===== config.mk =====
export PLATFORM = sky130hd
export DESIGN_NAME = if_fetch_stage
export DESIGN_NICKNAME = d
export VERILOG_FILES = /design/src/rtl/rv32i_pkg.sv /design/src/rtl/if_fetch_stage_pc_reg.sv /design/src/rtl/if_fetch_stage.sv
export SDC_FILE = /design/constraint.sdc
export NUM_CORES = 1
export LEC_CHECK = 0
export ABC_AREA = 1
export CORE_MARGIN = 2
export CORE_UTILIZATION = 53
export DETAILED_ROUTE_END_ITERATION = 16
export PLACE_DENSITY = 0.92
export SKIP_CTS_REPAIR_TIMING = 1
export SYNTH_ARGS = -nofsm -noshare
export SYNTH_HDL_FRONTEND = slang
export SYNTH_SLANG_ARGS = --single-unit

===== constraint.sdc =====
create_clock -name clk -period 14.9 [get_ports clk]
set_clock_uncertainty 0.15 [all_clocks]
set_input_delay 2.235 -clock clk [delete_from_list [all_inputs] [get_ports clk]]
set_output_delay 2.235 -clock clk [all_outputs]
set_load 0.01 [all_outputs]

===== src/rtl/rv32i_pkg.sv =====
// Shared definitions for the RV32I pipeline: fetch FSM encoding, reset PC and the
// canonical NOP (addi x0,x0,0).
package rv32i_pkg;

    typedef enum logic [1:0] {
        S_REQ  = 2'd0,
        S_WAIT = 2'd1,
        S_HOLD = 2'd2
    } fetch_state_e;

    localparam logic [31:0] NOP_INSTR        = 32'h0000_0013;
    localparam logic [31:0] RESET_PC_DEFAULT = 32'h0000_0000;

    function automatic logic [31:0] align_word(input logic [31:0] addr);
        return {addr[31:2], 2'b00};
    endfunction

endpackage


===== src/rtl/if_fetch_stage_pc_reg.sv =====
// Program counter for the fetch stage: redirect target beats increment beats hold.
import rv32i_pkg::*;

module pc_reg #(
    parameter logic [31:0] RESET_PC = RESET_PC_DEFAULT
) (
    input  logic        clk,
    input  logic        reset,
    input  logic        redirect_valid,
    input  logic [31:0] redirect_pc,
    input  logic        inc,
    output logic [31:0] pc,
    output logic [31:0] pc_plus4
);

    logic [31:0] pc_r;
    logic [31:0] pc_next_s;

    assign pc       = pc_r;
    assign pc_plus4 = pc_r + 32'd4;

    // Next-PC select
    always_comb begin
        pc_next_s = pc_r;
        if (redirect_valid) begin
            pc_next_s = align_word(redirect_pc);
        end else if (inc) begin
            pc_next_s = pc_plus4;
        end else begin
            pc_next_s = pc_r;
        end
    end

    // PC register
    always_ff @(posedge clk or posedge reset) begin
        if (reset) begin
            pc_r <= RESET_PC;
        end else begin
            pc_r <= pc_next_s;
        end
    end

endmodule


===== src/rtl/if_fetch_stage.sv =====
// RV32I instruction-fetch stage: single-outstanding imem requests, stall-aware
// output register towards IF/ID, and EX redirect/flush handling.
import rv32i_pkg::*;

module if_fetch_stage #(
    parameter logic [31:0] RESET_PC  = RESET_PC_DEFAULT,
    parameter logic [31:0] NOP_INSTR = rv32i_pkg::NOP_INSTR
) (
    input  logic        clk,
    input  logic        reset,
    input  logic        stall,
    input  logic        redirect_valid,
    input  logic [31:0] redirect_pc,
    output logic        imem_req_valid,
    input  logic        imem_req_ready,
    output logic [31:0] imem_addr,
    input  logic        imem_rsp_valid,
    input  logic [31:0] imem_rsp_data,
    output logic        valid_out,
    output logic [31:0] instr_out,
    output logic [31:0] pc_out,
    output logic [31:0] pc4_out
);

    fetch_state_e state_r;
    logic         drop_r;
    logic [31:0]  hold_r;
    logic         valid_r;
    logic [31:0]  instr_r;
    logic [31:0]  pc_out_r;
    logic [31:0]  pc4_out_r;

    logic [31:0]  pc_s;
    logic [31:0]  pc_plus4_s;
    logic         out_free_s;
    logic         load_rsp_s;
    logic         load_hold_s;
    logic         load_s;
    logic [31:0]  load_data_s;

    pc_reg #(
        .RESET_PC (RESET_PC)
    ) u_pc_reg (
        .clk            (clk),
        .reset          (reset),
        .redirect_valid (redirect_valid),
        .redirect_pc    (redirect_pc),
        .inc            (load_s),
        .pc             (pc_s),
        .pc_plus4       (pc_plus4_s)
    );

    assign imem_req_valid = (state_r == S_REQ);
    assign imem_addr      = pc_s;
    assign valid_out      = valid_r;
    assign instr_out      = instr_r;
    assign pc_out         = pc_out_r;
    assign pc4_out        = pc4_out_r;

    // Decide whether an instruction reaches the output register this cycle
    always_comb begin
        out_free_s  = ~stall | ~valid_r;
        load_rsp_s  = 1'b0;
        load_hold_s = 1'b0;
        if (redirect_valid) begin
            load_rsp_s  = 1'b0;
            load_hold_s = 1'b0;
        end else begin
            load_rsp_s  = (state_r == S_WAIT) & imem_rsp_valid & ~drop_r & out_free_s;
            load_hold_s = (state_r == S_HOLD) & ~stall;
        end
        load_s      = load_rsp_s | load_hold_s;
        load_data_s = load_hold_s ? hold_r : imem_rsp_data;
    end

    // Fetch FSM; drop marks an accepted request whose response must be discarded
    always_ff @(posedge clk or posedge reset) begin
        if (reset) begin
            state_r <= S_REQ;
            drop_r  <= 1'b0;
            hold_r  <= 32'h0000_0000;
        end else begin
            case (state_r)
                S_REQ: begin
                    if (imem_req_ready) begin
                        state_r <= S_WAIT;
                        drop_r  <= redirect_valid;
                    end else begin
                        state_r <= S_REQ;
                    end
                end
                S_WAIT: begin
                    if (imem_rsp_valid) begin
                        drop_r <= 1'b0;
                        if (drop_r || redirect_valid || out_free_s) begin
                            state_r <= S_REQ;
                        end else begin
                            hold_r  <= imem_rsp_data;
                            state_r <= S_HOLD;
                        end
                    end else if (redirect_valid) begin
                        drop_r <= 1'b1;
                    end else begin
                        state_r <= S_WAIT;
                    end
                end
                S_HOLD: begin
                    if (redirect_valid || !stall) begin
                        state_r <= S_REQ;
                    end else begin
                        state_r <= S_HOLD;
                    end
                end
                default: begin
                    state_r <= S_REQ;
                    drop_r  <= 1'b0;
                end
            endcase
        end
    end

    // Output register towards IF/ID: flush, load, bubble or hold
    always_ff @(posedge clk or posedge reset) begin
        if (reset) begin
            valid_r   <= 1'b0;
            instr_r   <= NOP_INSTR;
            pc_out_r  <= 32'h0000_0000;
            pc4_out_r <= 32'h0000_0000;
        end else if (redirect_valid) begin
            valid_r <= 1'b0;
            instr_r <= NOP_INSTR;
        end else if (load_s) begin
            valid_r   <= 1'b1;
            instr_r   <= load_data_s;
            pc_out_r  <= pc_s;
            pc4_out_r <= pc_plus4_s;
        end else if (!stall) begin
            valid_r <= 1'b0;
            instr_r <= NOP_INSTR;
        end else begin
            valid_r <= valid_r;
            instr_r <= instr_r;
        end
    end

endmodule


## Word-level counts from Yosys, hierarchy flattened

Index checks and enable logic that the tools add are counted.

- Input bits: 70
- Word-level logic and storage cells: 57
- Output and inout bits: 130
- Register bits after elaboration: 164

- Muxes and demuxes: 21
- Reductions and logical operators: 9
- Equal/unequal tests: 6
- $add $sub $neg: 1
- Bitwise logic cells: 12

Operators by type and width:

| cell | count |
|---|---|
| 32-bit 2-to-1 mux | 6 |
| 32-bit by 3-bit adder with 32-bit output, second input constant | 1 |
| 1-bit 2-to-1 mux | 9 |
| 2-bit 2-to-1 mux | 4 |
| 3-bit inequality test, second input constant | 2 |
| 1-bit NOT | 6 |
| 2-bit one-hot mux with 3 select lines | 1 |
| 3-bit AND reduction | 2 |
| 1-bit AND | 4 |
| 1-bit logical OR | 3 |
| 3-bit by 1-bit inequality test with 1-bit output, second input constant | 1 |
| 1-bit one-hot mux with 3 select lines | 1 |
| 2-bit by 1-bit equality test with 1-bit output, second input constant | 1 |
| 2-bit equality test, second input constant | 1 |
| 2-bit logical NOT | 1 |
| 2-bit by 1-bit inequality test with 1-bit output, second input constant | 1 |
| 1-bit OR | 2 |
| 2-bit AND reduction | 1 |
| 2-bit nonzero test | 1 |
| 1-bit logical NOT | 1 |

## Longest topological paths before layout

Gate-level depths: netlist of the first run.

- Depth in word-level cells: 8
- Gate-level depth with buffers: 10
- Depth with buffers taken out: 9

## Cells and area by module

Synthesis of the first run repeated with hierarchy kept, for this count alone.

- Cells, all modules: 1005
- Area total of the unflattened synthesis: 7882.6 um2

By module, submodules not included:

| module | area each (um2) | sequential area each (um2) | cells each | instances |
|---|---|---|---|---|
| if_fetch_stage | 5597.9 | 3306.9 | 692 | 1 |
| pc_reg | 2284.7 | 750.7 | 313 | 1 |

## Worst setup path after synthesis of the first run

No wires, ideal clock.

- Path type: in2reg
- Start point: input redirect_valid
- End point: register pc_out_r[2], in the netlist pc_out[2]
- Stages on the path: 9
- Path slack: 11.405 ns
- Arrival: 3.228 ns
- Buffers on the path: 3
- Setup time: 0.117 ns
- Path through: buf_4 nor2_2 nand4_4 nand2_4 inv_2 buf_6 buf_4 nand2_1 nand2_1

- Longest elaborated chain between the ends: 3
- Elaborated cells on any way between the ends: 5

Ends and longest elaborated chain:

| item | line | text |
|---|---|---|
| from (decl) | if_fetch_stage.sv:12 | `input logic redirect_valid,` |
| 1-bit 2-to-1 mux | if_fetch_stage.sv:65 | `if (redirect_valid) begin` |
| 1-bit OR | if_fetch_stage.sv:72 | `load_s = load_rsp_s \| load_hold_s;` |
| 2-bit AND reduction (no line) * | n/a |  |
| to (signal assigned) | if_fetch_stage.sv:135 | `pc_out_r <= pc_s;` |
| to (decl) | if_fetch_stage.sv:30 | `logic [31:0] pc_out_r;` |

Mark *: on every way between the ends. The rest lies on a longest branch, timed or not.
A chain may end at the register's enable or synchronous reset.

## Worst setup path in the final report of the first run

- Start point: input redirect_valid
- End point: register pc_out_r[12], in the netlist pc_out[12]

The elaborated chain is that of the path after synthesis.

==> results.py, run 1 <==
metrics = {
    "cts": {
        "clock_path_buffers": 2,
        "cts_max_level": 4,
        "cts_root_buf": "clkbuf_16",
        "cts_tree": "yes",
        "clkLatencyLatePin_ns": 0.43,
        "clk_pin_slew_ns": 0.06,
        "cts_buffers": 17,
        "clock-sinks": 158,
    },
    "routing": {
        "drt_pre_antenna_iters": 5,
        "routed_wl_mm": 20.5,
        "vias": 6927,
        "drc": 0,
        "viasPerCell": 5.27,
        "drtIter0Drc": 547,
        "wl_per_cell_um": 15.6,
        "drtAntennaViolNets": 0,
    },
    "floorplanning": {
        "io_pins": 200,
        "initial_utilization_pct": 53.7,
        "rows": 43,
        "die_height_um": 122,
        "die_area_mm2": 0.0149,
        "die_w_um": 122,
        "fp.coreArea_mm2": 0.0138,
    },
    "hold_path": {
        "min_path_cells": 2,
        "hold_path_class": "reg -> reg",
    },
    "grt": {
        "grt_max_degree": 84,
        "grt_pass1_wl_mm": 32.9,
        "grt.total_usage_pct": 28.5,
        "overflow": 0,
        "grt_pass1_vias": 6698,
        "antenna_found_initial": 0,
    },
    "outcome": {
        "outcome": "finished clean",
    },
    "worst_setup_path": {
        "crit_type": "in -> reg",
        "cp.required_ns": 15.09,
        "crit_arrival_ns": 5.61,
        "ff2ff_path_depth": 7,
        "cp_max_fo": 57,
        "critPathLaunchType": "input port",
        "crit_path_end_kind": "flip-flop",
        "reg2reg_slack_ns": 11.50,
    },
    "layout": {
        "n_fill_cell": 1091,
        "syn_to_final_growth_pct": 33.4,
        "drive_above_1_share_pct": 4.67,
        "final_cell_mix": "nand2_1, clkdlybuf4s50_1, dfrtp_1",
        "final_common_cell": "nand2_1",
        "antennaDiodeCount": 0,
        "fin_nets": 1195,
    },
    "sta": {
        "min_period_over_period_pct": 36.4,
        "worst_pin_slew_ns": 1.08,
        "finalMaxSlewViolations": 0,
        "holdWs_ns": 0.318,
        "fin_setup_tns_ns": 0,
        "report.final.hold_viol_count": 0,
        "maxSlewHeadroom_pct": 28.0,
        "rsz0062_at_grt": "no",
        "setup_violations": 0,
        "fmax_mhz": 184,
        "fin_crit_ns": 5.42,
    },
    "place": {
        "hpwlAfterDp_mm": 13.7,
        "port_buffers": 191,
        "place_congestion": 0.881,
    },
    "logic_synthesis": {
        "yosysSeqAreaShare_pct": 53.5,
        "synth_top_cell_area_share_pct": 52.4,
        "syn_area_per_cell_um2": 7.78,
        "ys_ff_latch": 158,
        "synth_area_leader_cell": "dfrtp_1",
        "syn_area_mm2": 0.00740,
        "yosysWarnings": 0,
        "post_synth_num_cell_types": 32,
        "netlist_top_cells_area": "dfrtp_1, nand2_1, inv_1, nand3_1, o21ai_0",
        "synthCells": 951,
    },
    "power": {
        "power_report.internal_total_mw": 1.08,
        "comb_power_share_pct": 32.7,
        "vdd.ir_drop.worst_uv": 66.3,
        "p_per_area_mw_per_mm2": 162,
        "swShare_pct": 32.6,
        "p_seq_share_pct": 41.7,
        "power_switching_uw": 521,
        "power.share.clock_pct": 25.7,
        "power_leakage_nw": 4.99,
    },
    "flow_run": {
        "maxCapViolCount": 0,
    },
}
## metrics by stage
stage          cell area (µm²)  utilization, %  total power [mW]  cells  setup slack, ns
3_3_place_gp              9320            67.7              1.16   1285             9.12
2_1_floorplan             7420               -             0.894    956             8.26
6_report                  9870            71.7              1.60   1314             9.48
3_5_place_dp              9320            67.7              1.19   1285             9.10
4_1_cts                   9870            71.7              1.61   1314             9.53
5_1_grt                   9870            71.7              1.69   1314             9.20
## synthesized netlist by cell type, drive strengths merged
| cell type | n |
|---|---|
| dfstp | 3 |
| ha | 1 |
| and2 | 2 |
| nor2 | 78 |
| nand4 | 14 |
| nand2 | 410 |
| o21ai | 54 |
| a21oi | 30 |
| xor2 | 2 |
| o21bai | 6 |
| o21a | 2 |
| xnor2 | 3 |
| o211ai | 3 |
| inv | 81 |
| nand3 | 55 |
| conb | 1 |
| buf | 33 |
| dfrtp | 155 |
| nand3b | 1 |
| or2 | 1 |
| clkbuf | 13 |
| nor3 | 3 |
## worst paths after layout
check	from	to
max	redirect_valid	pc_out[12]
min	pc_out[4]	pc_out[4]
max reg2reg	state_r[1]	pc_out[12]
min reg2reg	pc_out[4]	pc_out[4]
max in group asynchronous	reset	valid_out
min in group asynchronous	reset	pc4_out[23]
## cell families after synthesis
kind of cell | after synthesis | share of synthesized area, %
adder cells (fa/ha/maj) | 1 | 0.169
AO/OA/AOI/OAI | 95 | 6.80
AND/OR/NAND/NOR | 564 | 31.1
XOR/XNOR | 5 | 0.592
flip-flops | 158 | 53.5
other | 1 | 0.0507
buffers and inverters | 127 | 7.81
## power groups by stage
stage / clock (mW) / sequential, mW / combinational [mW]
3_5_place_dp: 0 / 0.670 / 0.521
6_report: 0.410 / 0.667 / 0.523
5_1_grt: 0.435 / 0.682 / 0.574
3_3_place_gp: 0 / 0.662 / 0.502
2_1_floorplan: 0 / 0.701 / 0.194
4_1_cts: 0.414 / 0.665 / 0.526
## per-layer routing
layer	wire (µm)	GRT usage [%]
met5	0	0
met4	565	12.5
met3	1650	7.12
met2	10100	47.6
met1	8160	35.2
## area by class of cell
class | instances | area, µm² | area share [%]
multi-input cells | 671 | 2890 | 29.3
well taps | 180 | 225 | 2.28
inverters | 81 | 309 | 3.13
clock buffers | 23 | 488 | 4.94
clock inverters | 6 | 61.3 | 0.621
repair buffers | 195 | 1940 | 19.6
flip-flops and latches | 158 | 3960 | 40.1
## worst max-delay path, stage by stage
cell,delay (ns)
buf_2,0.62
inv_2,0.35
nand2_4,0.52
nand2_4,0.49
inv_2,0.52
buf_4,0.54
nand2_1,0.14
o21ai_0,0.12
Power figures use the tool's default switching activity.
==> run 2: changes to the inputs <==
--- a/config.mk
+++ b/config.mk
@@ -7,9 +7,9 @@
 export LEC_CHECK = 0
 export ABC_AREA = 1
 export CORE_MARGIN = 2
-export CORE_UTILIZATION = 53
+export CORE_UTILIZATION = 44
 export DETAILED_ROUTE_END_ITERATION = 16
-export PLACE_DENSITY = 0.92
+export PLACE_DENSITY = 0.82
 export SKIP_CTS_REPAIR_TIMING = 1
 export SYNTH_ARGS = -nofsm -noshare
 export SYNTH_HDL_FRONTEND = slang
==> constraint.sdc (replaced) <==
create_clock -name clk -period 4.3 [get_ports clk]
set_clock_uncertainty 0.15 [all_clocks]
set_input_delay 0.645 -clock clk [delete_from_list [all_inputs] [get_ports clk]]
set_output_delay 0.645 -clock clk [all_outputs]
set_load 0.01 [all_outputs]
==> run 2 against run 1 <==
Effect of this change:
- sequential power rose to 3.5 times the previous value
- non-clock buffer count up 4
- via count down 2.6%
- largest cell class unchanged
==> results.py, run 2 (same netlist as run 1, synthesis figures left out) <==
metrics = {
    "cts": {
        "clk_pin_slew_ns": 0.07,
        "cts_tree": "yes",
        "clkLatencyLatePin_ns": 0.43,
        "clock_path_buffers": 2,
        "cts_max_level": 4,
        "clock-sinks": 158,
        "cts_buffers": 17,
        "cts_root_buf": "clkbuf_16",
    },
    "grt": {
        "grt_max_degree": 159,
        "grt_pass1_wl_mm": 33.1,
        "antenna_found_initial": 0,
        "grt_pass1_vias": 6567,
        "overflow": 0,
        "grt.total_usage_pct": 23.3,
    },
    "flow_run": {
        "maxCapViolCount": 0,
    },
    "sta": {
        "fin_setup_tns_ns": 0,
        "rsz0062_at_grt": "no",
        "finalMaxSlewViolations": 0,
        "fmax_mhz": 369,
        "maxSlewHeadroom_pct": 42.7,
        "setup_violations": 0,
        "fin_crit_ns": 2.71,
        "worst_pin_slew_ns": 0.856,
        "report.final.hold_viol_count": 0,
        "setup_ws_ns": 1.59,
        "min_period_over_period_pct": 62.9,
    },
    "worst_setup_path": {
        "crit_arrival_ns": 2.84,
        "cp_max_fo": 49,
        "cp.required_ns": 4.43,
        "critPathLaunchType": "input port",
        "reg2reg_slack_ns": 1.71,
        "crit_path_end_kind": "flip-flop",
        "crit_type": "in -> reg",
    },
    "place": {
        "hpwlAfterDp_mm": 13.5,
        "place_ws_ns": 1.15,
        "place_congestion": 0.813,
        "placed_cell_area_mm2": 0.00942,
        "port_buffers": 191,
    },
    "power": {
        "vdd.ir_drop.worst_uv": 318,
        "power_leakage_nw": 5.03,
        "p_per_area_mw_per_mm2": 565,
    },
    "layout": {
        "antennaDiodeCount": 0,
        "final_cell_mix": "nand2_1, clkdlybuf4s50_1, dfrtp_1",
        "syn_to_final_growth_pct": 35.6,
        "final_common_cell": "nand2_1",
        "drive_above_1_share_pct": 5.43,
        "final_cell_area_mm2": 0.0100,
        "fin_nets": 1199,
    },
    "floorplanning": {
        "die_height_um": 134,
        "die_w_um": 134,
        "fp.coreArea_mm2": 0.0165,
        "io_pins": 200,
        "die_area_mm2": 0.0179,
        "rows": 47,
        "initial_utilization_pct": 44.8,
    },
    "routing": {
        "drtIter0Drc": 533,
        "wl_met2_mm": 9.87,
        "drc": 0,
        "routed_wl_mm": 20.2,
        "drtAntennaViolNets": 0,
        "viasPerCell": 4.96,
        "met3_length_mm": 1.49,
        "top_layer": "met4",
        "met1_length_mm": 8.39,
        "drt_pre_antenna_iters": 5,
        "vias": 6748,
        "wl_per_cell_um": 14.8,
    },
    "outcome": {
        "outcome": "finished clean",
    },
    "hold_path": {
        "hold_path_class": "reg -> reg",
    },
}
-- run 2: through the flow --
stage          cells  power, mW  utilization, %  hold WS, ns
2_1_floorplan    956       3.10               -        0.300
6_report        1361       5.66            60.7        0.322
5_1_grt         1361       5.98            60.7        0.339
3_5_place_dp    1329       4.13            57.0        0.308
3_3_place_gp    1329       4.06            57.0        0.303
4_1_cts         1361       5.70            60.7        0.324
-- run 2: critical path, cell delays in order --
cell	delay (ns)
clkdlybuf4s50_1	0.51
nor2_2	0.19
nand2_4	0.33
nand2_4	0.19
buf_4	0.51
nor2_2	0.04
buf_4	0.27
nand2_1	0.10
nand2_1	0.05
-- run 2: report_power, final --
group          internal (mW)  leakage [nW]  switching, mW
combinational          0.941          2.70          0.851
sequential              1.96          2.04          0.354
clock                  0.899         0.289          0.658
total                   3.80          5.03           1.86
-- run 2: area by class of cell --
| class | instances | area, µm² |
|---|---|---|
| Multi-Input combinational cell | 671 | 2890 |
| Tap cell | 220 | 275 |
| Inverter | 81 | 308 |
| Fill cell | 1414 | 6500 |
| Clock buffer | 19 | 453 |
| Clock inverter | 13 | 151 |
| Timing Repair Buffer | 199 | 1990 |
| Sequential cell | 158 | 3960 |
-- run 2: final timing paths --
kind | startpoint | end | depth (start not counted)
min reg2reg | pc_out[8] | pc_out[8] | 2
max in group asynchronous | reset | u_pc_reg.pc[13] | 3
min | pc_out[8] | pc_out[8] | 2
max reg2reg | state_r[0] | valid_out | 10
min in group asynchronous | reset | pc_out[23] | 3
max | stall | valid_out | 9
-- run 2: per-layer routing --
metal	global-route usage, %	up-vias
met5	0	-
met4	8.04	0
met3	6.89	34
met2	39.0	241
met1	29.0	3171
li1	-	3302
